**src/rtl/cmp_iter.sv**
```systemverilog
// Iterative chunk-serial comparator: walks operands MSB chunk first, stopping at
// the first differing chunk, and reports EQ/NE/LT/GE (signed/unsigned) or MIN/MAX.
module cmp_iter #(
  parameter int WIDTH = 32,
  parameter int CHUNK = 8
) (
  input  logic             clk,
  input  logic             reset,
  input  logic             in_valid,
  output logic             in_ready,
  input  logic [WIDTH-1:0] input_a,
  input  logic [WIDTH-1:0] input_b,
  input  logic [3:0]       function_select,
  output logic             out_valid,
  input  logic             out_ready,
  output logic             result,
  output logic [WIDTH-1:0] value
);
  localparam int NCHUNK = WIDTH / CHUNK;
  localparam int IDXW   = (NCHUNK > 1) ? $clog2(NCHUNK) : 1;
  localparam logic [IDXW-1:0] TOP_IDX = IDXW'(NCHUNK - 1);

  typedef enum logic [1:0] {S_IDLE, S_COMPARE, S_DONE} state_t;

  state_t           r_state, w_next;
  logic [WIDTH-1:0] r_a, r_b;
  logic [3:0]       r_sel;
  logic [IDXW-1:0]  r_idx;
  logic             r_result;
  logic [WIDTH-1:0] r_value;

  logic [CHUNK-1:0] w_a_chunk, w_b_chunk;
  logic             w_accept, w_differ, w_last, w_less, w_equal, w_a_sel, w_result;
  logic [WIDTH-1:0] w_value;

  assign in_ready  = (r_state == S_IDLE) && !reset;
  assign out_valid = (r_state == S_DONE);
  assign result    = r_result;
  assign value     = r_value;
  assign w_accept  = in_valid && in_ready;

  // Flipping the MSB of the top chunk turns a two's-complement order into an unsigned one.
  always_comb begin
    w_a_chunk = CHUNK'(r_a >> (32'(r_idx) * CHUNK));
    w_b_chunk = CHUNK'(r_b >> (32'(r_idx) * CHUNK));
    if (r_sel[1] && (r_idx == TOP_IDX)) begin
      w_a_chunk[CHUNK-1] = ~w_a_chunk[CHUNK-1];
      w_b_chunk[CHUNK-1] = ~w_b_chunk[CHUNK-1];
    end
  end

  always_comb begin
    w_differ = (w_a_chunk != w_b_chunk);
    w_last   = (r_idx == '0);
    w_less   = w_differ && (w_a_chunk < w_b_chunk);
    w_equal  = !w_differ;
    w_a_sel  = r_sel[0] ? !w_less : (w_less || w_equal);
    w_result = r_sel[3] ? w_a_sel : (r_sel[0] ^ (r_sel[2] ? w_less : w_equal));
    w_value  = r_sel[3] ? (w_a_sel ? r_a : r_b) : '0;
  end

  always_comb begin
    w_next = r_state;
    case (r_state)
      S_IDLE:    if (w_accept) w_next = S_COMPARE;
      S_COMPARE: if (w_differ || w_last) w_next = S_DONE;
      S_DONE:    if (out_ready) w_next = S_IDLE;
      default:   w_next = S_IDLE;
    endcase
  end

  always_ff @(posedge clk) begin
    if (reset) begin
      r_state  <= S_IDLE;
      r_a      <= '0;
      r_b      <= '0;
      r_sel    <= '0;
      r_idx    <= '0;
      r_result <= 1'b0;
      r_value  <= '0;
    end else begin
      r_state <= w_next;
      if (w_accept) begin
        r_a   <= input_a;
        r_b   <= input_b;
        r_sel <= function_select;
        r_idx <= TOP_IDX;
      end
      if (r_state == S_COMPARE) begin
        if (w_differ || w_last) begin
          r_result <= w_result;
          r_value  <= w_value;
        end else begin
          r_idx <= r_idx - 1'b1;
        end
      end
    end
  end
endmodule

```
**config.mk**
```make
export PLATFORM = sky130hd
export DESIGN_NAME = cmp_iter
export DESIGN_NICKNAME = d
export VERILOG_FILES = /design/src/rtl/cmp_iter.sv
export SDC_FILE = /design/constraint.sdc
export NUM_CORES = 1
export LEC_CHECK = 0
export ABC_CLOCK_PERIOD_IN_PS = 7390
export BUFFER_PORTS_ARGS = -buffer_cell sky130_fd_sc_hd__buf_2
export CAP_MARGIN = 25
export CORE_MARGIN = 2
export CORE_UTILIZATION = 55
export CTS_CLUSTER_SIZE = 16
export DETAILED_ROUTE_END_ITERATION = 16
export PLACE_DENSITY = 0.93
export SYNTH_ARGS = -nofsm -noshare
export SYNTH_HDL_FRONTEND = slang
export SYNTH_SLANG_ARGS = --single-unit
export TNS_END_PERCENT = 20
```
**constraint.sdc**
```tcl
create_clock -name clk -period 7.39 [get_ports clk]
set_clock_uncertainty 0.2 [all_clocks]
set_input_delay 1.478 -clock clk [delete_from_list [all_inputs] [get_ports clk]]
set_output_delay 1.478 -clock clk [all_outputs]
set_load 0.01 [all_outputs]
```
# == After elaboration in Yosys (flattened, before gate mapping) ==
# Index checks and enable logic that the tools add are counted.
# word_totals
ff_bits,105
input_bits,72
out_inout_bits,35
elab_cells,48
# op_classes
n_addsub,1
order_cmp,1
n_eq_ne,7
shifts,2
n_mux,14
n_bitwise,3
reduce_logical,13
# ops
operator,n
$mux 32,2
$shr 32x5->8,2
$mux 2,6
$lt 8x8->1,1
$ne 8x8->1,1
$pmux 2 s3,1
$mux 1,5
$eq 2x2->1 const B,2
$logic_and 1x1->1,4
$logic_not 2->1,2
$ne 2x2->1 const B,2
$logic_not 1->1,3
$reduce_and 3->1,1
$eq 2x1->1 const B,1
$logic_or 1x1->1,2
$ne 2x1->1 const B,1
$not 1->1,2
$reduce_and 2->1,1
$sub 2x1->2 const B,1
$xor 1x1->1,1

# == Depth between registers and ports, before layout ==
# Gate-level depths: netlist of the first run.
# depth
depth_word,9
depth_mapped,13
ltp_nobuf,10

# == Worst setup path before layout of the first run ==
# OpenSTA, ideal clock, no wires.
# synth_path
path_kind,input-to-output
startpoint,in reset
endpoint,out in_ready
arrival_ps,1815
t_required_ps,5712
path_slack_ps,3897
path_stages,1
path_buffers,0
cell_sequence,nor3_1
# synth_via
elab_chain_len,2
# synth_rtl
item,line,source
"start, declared",8,"input logic reset,"
$logic_not 1->1,36,assign in_ready = (r_state == S_IDLE) && !reset;
$logic_and 1x1->1,36,
"end, declared",10,"output logic in_ready,"
# No other way between the ends.

# == Worst setup path after layout of the first run ==
# Same ends and word-level chain as after synthesis.

==> impl_results.md, run 1 <==
* Max Clk Rate at 238.2 MHz
* P_leak at 2.245 nW
* N_diodes at 0
* Synth unique cells at 41
* DP HPWL at 9031 um
* WL per Instance at 17.13 um
* Final Hold Vio Count at 0
* Total track usage at 28.03%
* Fin area at 5418 um^2
* Pin slew with the least headroom to its limit at 0.8317 ns
* IO buf count at 106
* RSZ-0062 raised after global routing: false
* CTS root buf: clkbuf_8
* Nets at 698
* Hold WS at 0.2584 ns
* Fill count at 622
* Vias per inst at 5.860
* Slew HR at 44.48%
* ANT nets after route at 0
* Max Buffers Root-to-Sink at 2
* Die height at 95.92 um
* Largest net degree at the start of global routing at 76
* WP data arrival at 2.52 ns
* Syn_nets at 612
* DRC viols at 0
* Hold Crit Start: value[20]
* Worst Hold Path EP: value[20]
* First drt pass iteration count at 5
* Yosys reg bits at 105
* Post-CTS Hold Buffers at 0
* Area leader, netlist: dfxtp_1
* Share of layout cells above drive strength 1 at 25.28%
* Final-report max-slew violation count at 0
* RR Startpoint: r_idx[0]
* Worst hold path type: reg -> reg
* Global placement routability congestion at 0.9345
* Sequential element share of the synthesized area at 45.23%
* Total grt overflow at 0
* Sink Count at 105
* Initial Utilization at 56.56%
* Synth Instances at 530
* Area contributors post-synth: dfxtp_1 (45%), nand2_1 (14%), a21oi_1 (7.8%)
* Peak VDD IR at 0.1391 mV
* Initial DRC count at 392
* Pre-CTS setup slack at 3.031 ns
* Via Count at 4254
* H-tree depth at 3
* Die W at 95.92 um
* CTS resizes at 0
* Crit Path Category: in -> out
* Placed Area at 5201 um^2
* Status: complete, no violations
* Reg-to-reg endpoint: value[16]
* Final wirelength at 12440 um
* Share of the synthesized area in the top cell type at 45.23%
* Final-report setup violation count at 0
* Post-CTS setup buffer count at 0
* Placement Rows at 33
* CTS buffer count at 9
* Required time worst endpoint at 5.71 ns
* Highest-count cells in the layout ignoring fill and taps: nand2_1 (172), buf_2 (106), dfxtp_1 (105)
* Pwr dens at 232.1 nW/um^2
* Hold path depth at 2
* Yosys warns at 0
* CP endpoint kind: output port
* Post-synthesis cell area at 4647 um^2
* Syn avg cell area at 8.768 um^2
* Final min period at 4.198 ns
* Fin Setup TNS at 0 ns
* Final period utilization at 56.81%
* Die area at 9201 um^2
* Ports at 107
* Clk slew on worst S/H paths at 0.09 ns
* Commonest non-fill, non-tap cell in the layout: nand2_1
* Clk_lat worst skew at 0.38 ns
* PnR worst setup slack at 3.192 ns
* Worst reg2reg setup slack at 3.34 ns
* Crit path from: reset
* Global-route wire length before repair at 19380 um
* Initial antenna violation count at 0
* Critical Path Source Type: primary input
* CTS tree: built
* Worst Path Max Fanout at 75
* Core ar. at 8217 um^2
* Vias in the first global route at 3890
* R2R cell count at 10
* Syn-to-layout area delta at 16.59%
* Max Cap Viol at 0
==> cell families after synthesis <==
family                     count (synthesis)  share of synthesized area [%]
buffers and inverters                     48                          4.793
and+or+nand+nor                          199                          17.80
xor gates and xnor gates                   2                         0.3770
adders and majority gates                 10                          2.693
muxes                                     48                          14.65
DFF                                      105                          45.23
AOI/OAI and AO/OA                        118                          14.46
==> how the worst max path moves through the flow <==
| stage | slack, ns | endpoint |
|---|---|---|
| after detailed placement | 3.03 | value[14] |
| after global routing | 3.09 | in_ready |
| after floorplan | 3.90 | in_ready |
| final | 3.19 | in_ready |
| after global placement | 3.14 | value[1] |
| after CTS | 2.96 | value[16] |
==> per-stage QoR <==
| stage | power (W) | instances | util (%) |
|---|---|---|---|
| 2_1_floorplan | 0.0008509 | 530 | - |
| 3_3_place_gp | 0.0008798 | 706 | 62.63 |
| 3_5_place_dp | 0.0008970 | 709 | 63.30 |
| 4_1_cts | 0.001253 | 725 | 65.75 |
| 5_1_grt | 0.001306 | 726 | 65.94 |
| 6_report | 0.001257 | 726 | 65.94 |
==> report_power, final <==
| group | internal (W) | switching [W] |
|---|---|---|
| sequential | 0.000587 | 0.0000269 |
| clock | 0.000162 | 0.000203 |
| combinational | 0.000125 | 0.000153 |
| total | 0.000874 | 0.000384 |
==> Yosys cell counts, drive strengths merged <==
cell type / number
a2111oi: 1
xnor2: 1
or4: 2
or3b: 1
nor4b: 2
a21oi: 74
o21ai: 36
mux2i: 32
nor2: 3
nand3: 1
and2: 2
nand4b: 1
o21a: 1
buf: 12
nand4: 2
xor2: 1
nand2: 173
or2: 1
inv: 11
nand2b: 3
o21bai: 1
a311oi: 1
nor3: 5
nor4: 2
o211a: 1
mux4: 16
o211ai: 1
dfxtp: 105
a211oi: 2
clkbuf: 25
nor2b: 1
ha: 10
==> area by class of cell <==
| cell class | count | area (um^2) | area share [%] |
|---|---|---|---|
| inverters | 11 | 41.29 | 0.7621 |
| well taps | 105 | 131.4 | 2.425 |
| clock buffers | 10 | 127.6 | 2.356 |
| multi-input cells | 377 | 2326 | 42.93 |
| clock inverters | 6 | 73.82 | 1.363 |
| repair buffers | 112 | 615.6 | 11.36 |
| flip-flops and latches | 105 | 2102 | 38.80 |
==> layer usage <==
metal / share of wire [%] / wire, um / global-route usage, %
met1: 40 / 4945 / 36.68
met2: 48 / 5969 / 46.50
met3: 9.1 / 1133 / 4.229
met4: 3.1 / 387 / 11.67
met5: 0 / 0 / 0
==> registers in the layout, summed over array words and instances, names as in the netlist <==
name,flops
value,32
r_b,32
result,1
r_state,2
r_idx,2
r_sel,4
r_a,32
==> critical path: stages <==
cell	delay, ns
buf_2	0.07
buf_4	0.57
nor3_1	0.19
buf_2	0.19
No activity file was read; power rests on OpenSTA's default activity.
==> run 2, diff against run 1 <==
- ABC_CLOCK_PERIOD_IN_PS: 7390 -> 3700
- CORE_UTILIZATION: 55 -> 49
- PLACE_DENSITY: 0.93 -> 0.88
- clock period: 7.39 -> 3.7 ns (I/O delays scaled with it)
==> impl_results.md, run 2 (synthesis gave the netlist of run 1 again) <==
* Status: complete, no violations
* Register area at 2102 um^2 (unchanged)
* Total grt overflow at 0 (unchanged)
* Max Clk Rate at 284.2 MHz
* CP endpoint kind: flip-flop
* Sw Pwr at 0.0007448 W (+94%)
* WP data arrival at 3.56 ns (+1.04 ns)
* CTS resizes at 0 (unchanged)
* Vias per inst at 5.446 (-7.1%)
* Pin slew with the least headroom to its limit at 0.7325 ns (-0.09923 ns)
* Vias in the first global route at 4010 (+3.1%)
* CTS buffer count at 9 (unchanged)
* Global placement routability congestion at 0.9410 (+0.70%)
* Critical Path Source Type: flip-flop
* Share of layout cells above drive strength 1 at 25.76% (+0.48 points)
* N_diodes at 0 (unchanged)
* Post-CTS Hold Buffers at 0 (unchanged)
* Highest-count cells in the layout ignoring fill and taps: nand2_1 (172), buf_2 (106), dfxtp_1 (105)
* Pwr dens at 457.8 nW/um^2 (+97%)
* Fill count at 784 (+26%)
* Crit-path cells: buf_12 > mux4_2 > ha_1 > a21oi_2 > o21ai_2 > or4_4 > o211ai_4 > buf_4 > mux2i_1 > o21ai_1
* Die height at 101.4 um (+5.7%)
* Die W at 101.4 um (+5.7%)
* Syn-to-layout area delta at 17.72%
* Pre-CTS setup slack at 0.2371 ns (-2.794 ns)
* Fin Setup TNS at 0 ns (unchanged)
* WL per Instance at 16.28 um (-5.0%)
* Logic pwr share at 23.1% (+0.9 points)
* Clk_lat worst skew at 0.37 ns (about the same)
* Worst Path Max Fanout at 16 (-79%)
* Commonest non-fill, non-tap cell in the layout: nand2_1
* Placement Rows at 35 (+6.1%)
* Internal at 0.001759 W (+100%)
* Final-report max-slew violation count at 0 (unchanged)
* Largest net degree at the start of global routing at 75 (-1.3%)
* PnR worst setup slack at 0.1818 ns (-3.010 ns)
* Initial Utilization at 50.29% (-6.3 points)
* Global-route wire length before repair at 19520 um (+0.71%)
* Post-CTS setup buffer count at 0 (unchanged)
* Ports at 107 (unchanged)
* P_leak at 2.264 nW (+0.83%)
* Clock share of power at 28.1% (-0.9 points)
* First drt pass iteration count at 5 (unchanged)
* Final Hold Vio Count at 0 (unchanged)
* Initial antenna violation count at 0 (unchanged)
* Worst hold path type: reg -> reg
* Nets at 702 (+0.57%)
* Sequential power share at 48.8% (about the same)
* Max Buffers Root-to-Sink at 2 (unchanged)
* Max Cap Viol at 0 (unchanged)
* Crit-path slowest cell: dfxtp_1
* RSZ-0062 raised after global routing: false
* Core ar. at 9240 um^2 (+12%)
* ANT nets after route at 0 (unchanged)
* Final wirelength at 12270 um (-1.3%)
* Crit Path Category: reg -> reg
* Final min period at 3.518 ns
* Area occupied by multi-input gates at 2328 um^2 (+0.11%)
* Die area at 10280 um^2 (+12%)
* Final-report setup violation count at 0 (unchanged)
* Via Count at 4106 (-3.5%)
* IO buf count at 106 (unchanged)
* Slew HR at 51.17% (+6.7 points)
* H-tree depth at 3 (unchanged)
* Clk slew on worst S/H paths at 0.10 ns (about the same)
* Sink Count at 105 (unchanged)
* Initial DRC count at 218 (-44%)
* Slowest Stage Delay on Critical Path at 0.56 ns (about the same)
* Hold WS at 0.2543 ns (-0.004086 ns)
* Peak VDD IR at 0.2737 mV (+97%)
* DP HPWL at 9238 um (+2.3%)
* Final period utilization at 95.09%
* CTS tree: built
* CTS root buf: clkbuf_8
* Switching share of power at 29.74% (-0.76 points)
* DRC viols at 0 (unchanged)
* Required time worst endpoint at 3.74 ns (-1.97 ns)
* Total track usage at 24.88% (-3.1 points)
[run 2: changes by cell type in the layout (fill, tap and decap cells not counted)]
cell,delta
buf_12,+1
buf_4,+5
buf_8,-2
clkinv_2,+2
clkinv_4,-1
inv_6,-1
or3b_2,-1
or3b_4,+1
[run 2: critical path: cells and delay by family, from the launching register on]
kind	cells	cell delay, ns
compound gates	4	0.51
buf+inv	2	0.51
flops	1	0.56
mux	2	0.75
simple gates	1	0.50
fa+ha+maj	1	0.35
[run 2: layer usage]
metal | part of all wire (%) | vias to the layer above | wire length, um | track usage [%]
met5 | 0 | - | 0 | 0
met4 | 3.4 | 0 | 418 | 10.60
met3 | 7.9 | 33 | 966 | 4.486
met2 | 47 | 186 | 5773 | 41.77
met1 | 42 | 1910 | 5114 | 31.58
li1 | - | 1977 | - | -
[run 2: per-stage QoR]
stage	instances	power [W]	util (%)	area, um^2
final	754	0.002504	59.20	5470
after global routing	754	0.002608	59.20	5470
after CTS	754	0.002510	59.17	5468
after detailed placement	738	0.001817	57.08	5274
after global placement	738	0.001795	57.08	5274
after floorplan	530	0.001699	-	4647
[run 2: layout make-up]
type	count	area share [%]
clock inverter	6	1.212
clock buffer	10	2.333
inverter	11	0.7548
tap	129	2.951
multi-input combinational	377	42.57
sequential	105	38.43
timing repair buffer	116	11.76
[run 2: final timing paths]
kind | from | slack (ns) | cells past startpoint | end
setup / recovery | r_idx[0] | 0.18 | 10 | value[16]
hold / removal | value[11] | 0.25 | 2 | value[11]
setup reg to reg | r_idx[0] | 0.18 | 10 | value[16]
hold reg to reg | value[11] | 0.25 | 2 | value[11]
[run 2: power groups by stage]
stage	clock (W)	combinational [W]	sequential [W]
after global routing	0.000758	0.000625	0.00122
after global placement	0	0.000553	0.00124
final	0.000704	0.000579	0.00122
after detailed placement	0	0.000572	0.00124
after floorplan	0	0.000480	0.00122
after CTS	0.000718	0.000574	0.00122
==> run 3, diff against run 2 <==
- MAX_ROUTING_LAYER: unset -> met4
==> impl_results.md, run 3 (synthesis gave the netlist of run 1 again) <==
* Fin Setup TNS at 0 ns (unchanged)
* Die height at 101.4 um (unchanged)
* Vias per inst at 5.501 (+1.0%)
* RSZ-0062 raised after global routing: false
* Sw Pwr at 0.0007542 W (+1.3%)
* Register area at 2102 um^2 (unchanged)
* Final min period at 3.451 ns (-0.06724 ns)
* Syn-to-layout area delta at 17.34%
* Max Cap Viol at 0 (unchanged)
* CTS tree: built
* N_diodes at 0 (unchanged)
* Initial Utilization at 50.29% (unchanged)
* Global-route wire length before repair at 19490 um (-0.14%)
* ANT nets after route at 0 (unchanged)
* Max Clk Rate at 289.8 MHz (+1.9%)
* RR Startpoint: r_idx[0]
* H-tree depth at 3 (unchanged)
* Ports at 107 (unchanged)
* WP data arrival at 3.48 ns (-0.08 ns)
* Logic pwr share at 23.6% (+0.5 points)
* R2R cell count at 10 (unchanged)
* Die area at 10280 um^2 (unchanged)
* IO buf count at 106 (unchanged)
* Clock share of power at 26.6% (-1.5 points)
* Fin area at 5453 um^2 (-0.32%)
* Placement Rows at 35 (unchanged)
* Crit Path Category: reg -> reg
* Status: complete, no violations
* CTS resizes at 0 (unchanged)
* Vias in the first global route at 4083 (+1.8%)
* Worst Path Max Fanout at 16 (unchanged)
* Slew HR at 49.85% (-1.3 points)
* Largest net degree at the start of global routing at 75 (unchanged)
* Final-report setup violation count at 0 (unchanged)
* Sequential power share at 49.8% (+1.0 points)
* Final period utilization at 93.27% (-1.8 points)
* Peak VDD IR at 0.2379 mV (-13%)
* Fill count at 794 (+1.3%)
* Hold path depth at 2 (unchanged)
* CP endpoint kind: flip-flop
* WL per Instance at 16.19 um (-0.56%)
* CTS buffer count at 9 (unchanged)
* Pin slew with the least headroom to its limit at 0.7522 ns (+0.01976 ns)
* Post-CTS Hold Buffers at 0 (unchanged)
* Initial antenna violation count at 0 (unchanged)
* Hold WS at 0.2555 ns (+0.001245 ns)
* DP HPWL at 9256 um (+0.20%)
* Final-report max-slew violation count at 0 (unchanged)
* Placed Area at 5274 um^2 (unchanged)
* Sink Count at 105 (unchanged)
* Total grt overflow at 0 (unchanged)
* Final wirelength at 12200 um (-0.56%)
* Worst hold path type: reg -> reg
* Final Hold Vio Count at 0 (unchanged)
* Highest-count cells in the layout ignoring fill and taps: nand2_1 (172), buf_2 (106), dfxtp_1 (105)
* Core Util, Final at 59.01% (-0.19 points)
* Switching share of power at 30.77% (+1.0 points)
* Core ar. at 9240 um^2 (unchanged)
* Max Buffers Root-to-Sink at 2 (unchanged)
* P_leak at 2.254 nW (-0.42%)
* First drt pass iteration count at 5 (unchanged)
* Commonest non-fill, non-tap cell in the layout: nand2_1
* Total track usage at 25.42% (+0.54 points)
* Global placement routability congestion at 0.9561 (+1.6%)
* Reg-to-reg endpoint: value[6]
* Area occupied by multi-input gates at 2326 um^2 (-0.11%)
* Critical Path Source Type: flip-flop
* Worst reg2reg setup slack at 0.25 ns (+0.07 ns)
* Post-CTS setup buffer count at 0 (unchanged)
* Internal at 0.001697 W (-3.6%)
* Via Count at 4148 (+1.0%)
* Clk slew on worst S/H paths at 0.10 ns (about the same)
* Share of layout cells above drive strength 1 at 25.76% (unchanged)
* Die W at 101.4 um (unchanged)
* Worst Hold Path EP: value[11]
* Required time worst endpoint at 3.73 ns (about the same)
* Nets at 702 (unchanged)
* Pwr dens at 449.4 nW/um^2 (-1.8%)
* DRC viols at 0 (unchanged)
* CTS root buf: clkbuf_8
* Hold Crit Start: value[11]
* Initial DRC count at 226 (+3.7%)
* Clk_lat worst skew at 0.38 ns (about the same)
## run 3: how the worst max path moves through the flow
stage              from   endpoint  cells past startpoint
2_1_floorplan  r_idx[0]  value[10]                     11
3_3_place_gp   r_idx[0]   value[1]                     10
3_5_place_dp   r_idx[0]   value[6]                     10
4_1_cts        r_idx[0]   value[6]                     10
5_1_grt        r_idx[0]  value[23]                      8
6_report       r_idx[0]   value[6]                     10
## run 3: worst max-delay path, cell delays in order (launching register included)
cell      delay [ns]
dfxtp_1         0.53
buf_12          0.21
mux4_2          0.51
ha_1            0.35
a21oi_2         0.18
o21ai_2         0.10
or4_4           0.50
o211ai_4        0.12
buf_4           0.28
mux2i_1         0.24
o21ai_1         0.08
## run 3: power by group through the flow
stage                     clock network (W)  logic (W)  registers, W
after floorplan                           0   0.000480       0.00122
after global placement                    0   0.000551       0.00124
after detailed placement                  0   0.000572       0.00125
after CTS                          0.000655   0.000577       0.00122
after global routing               0.000698   0.000625       0.00123
final                              0.000652   0.000578       0.00122
## run 3: cell type report
| cell class | count | area share [%] |
|---|---|---|
| tap | 129 | 2.960 |
| multi-input combinational | 377 | 42.66 |
| clock buffer | 10 | 2.341 |
| clock inverter | 6 | 0.9408 |
| inverter | 11 | 0.7572 |
| sequential | 105 | 38.55 |
| timing repair buffer | 116 | 11.79 |
## run 3: stage by stage
step / power (W) / std cells / setup slack (ns)
detailed placement: 0.001817 / 738 / 0.2700
floorplan: 0.001699 / 530 / 0.2964
CTS: 0.002451 / 754 / 0.2483
global route: 0.002548 / 754 / 0.1004
finish: 0.002451 / 754 / 0.2490
global placement: 0.001793 / 738 / 0.3815
## run 3: routing by layer
metal	GRT usage [%]	vias to the layer above	routed length [um]
li1	-	1982	-
met3	4.624	25	1006
met4	9.563	0	286
met1	31.14	1929	5055
met5	-	-	0
met2	41.87	212	5856
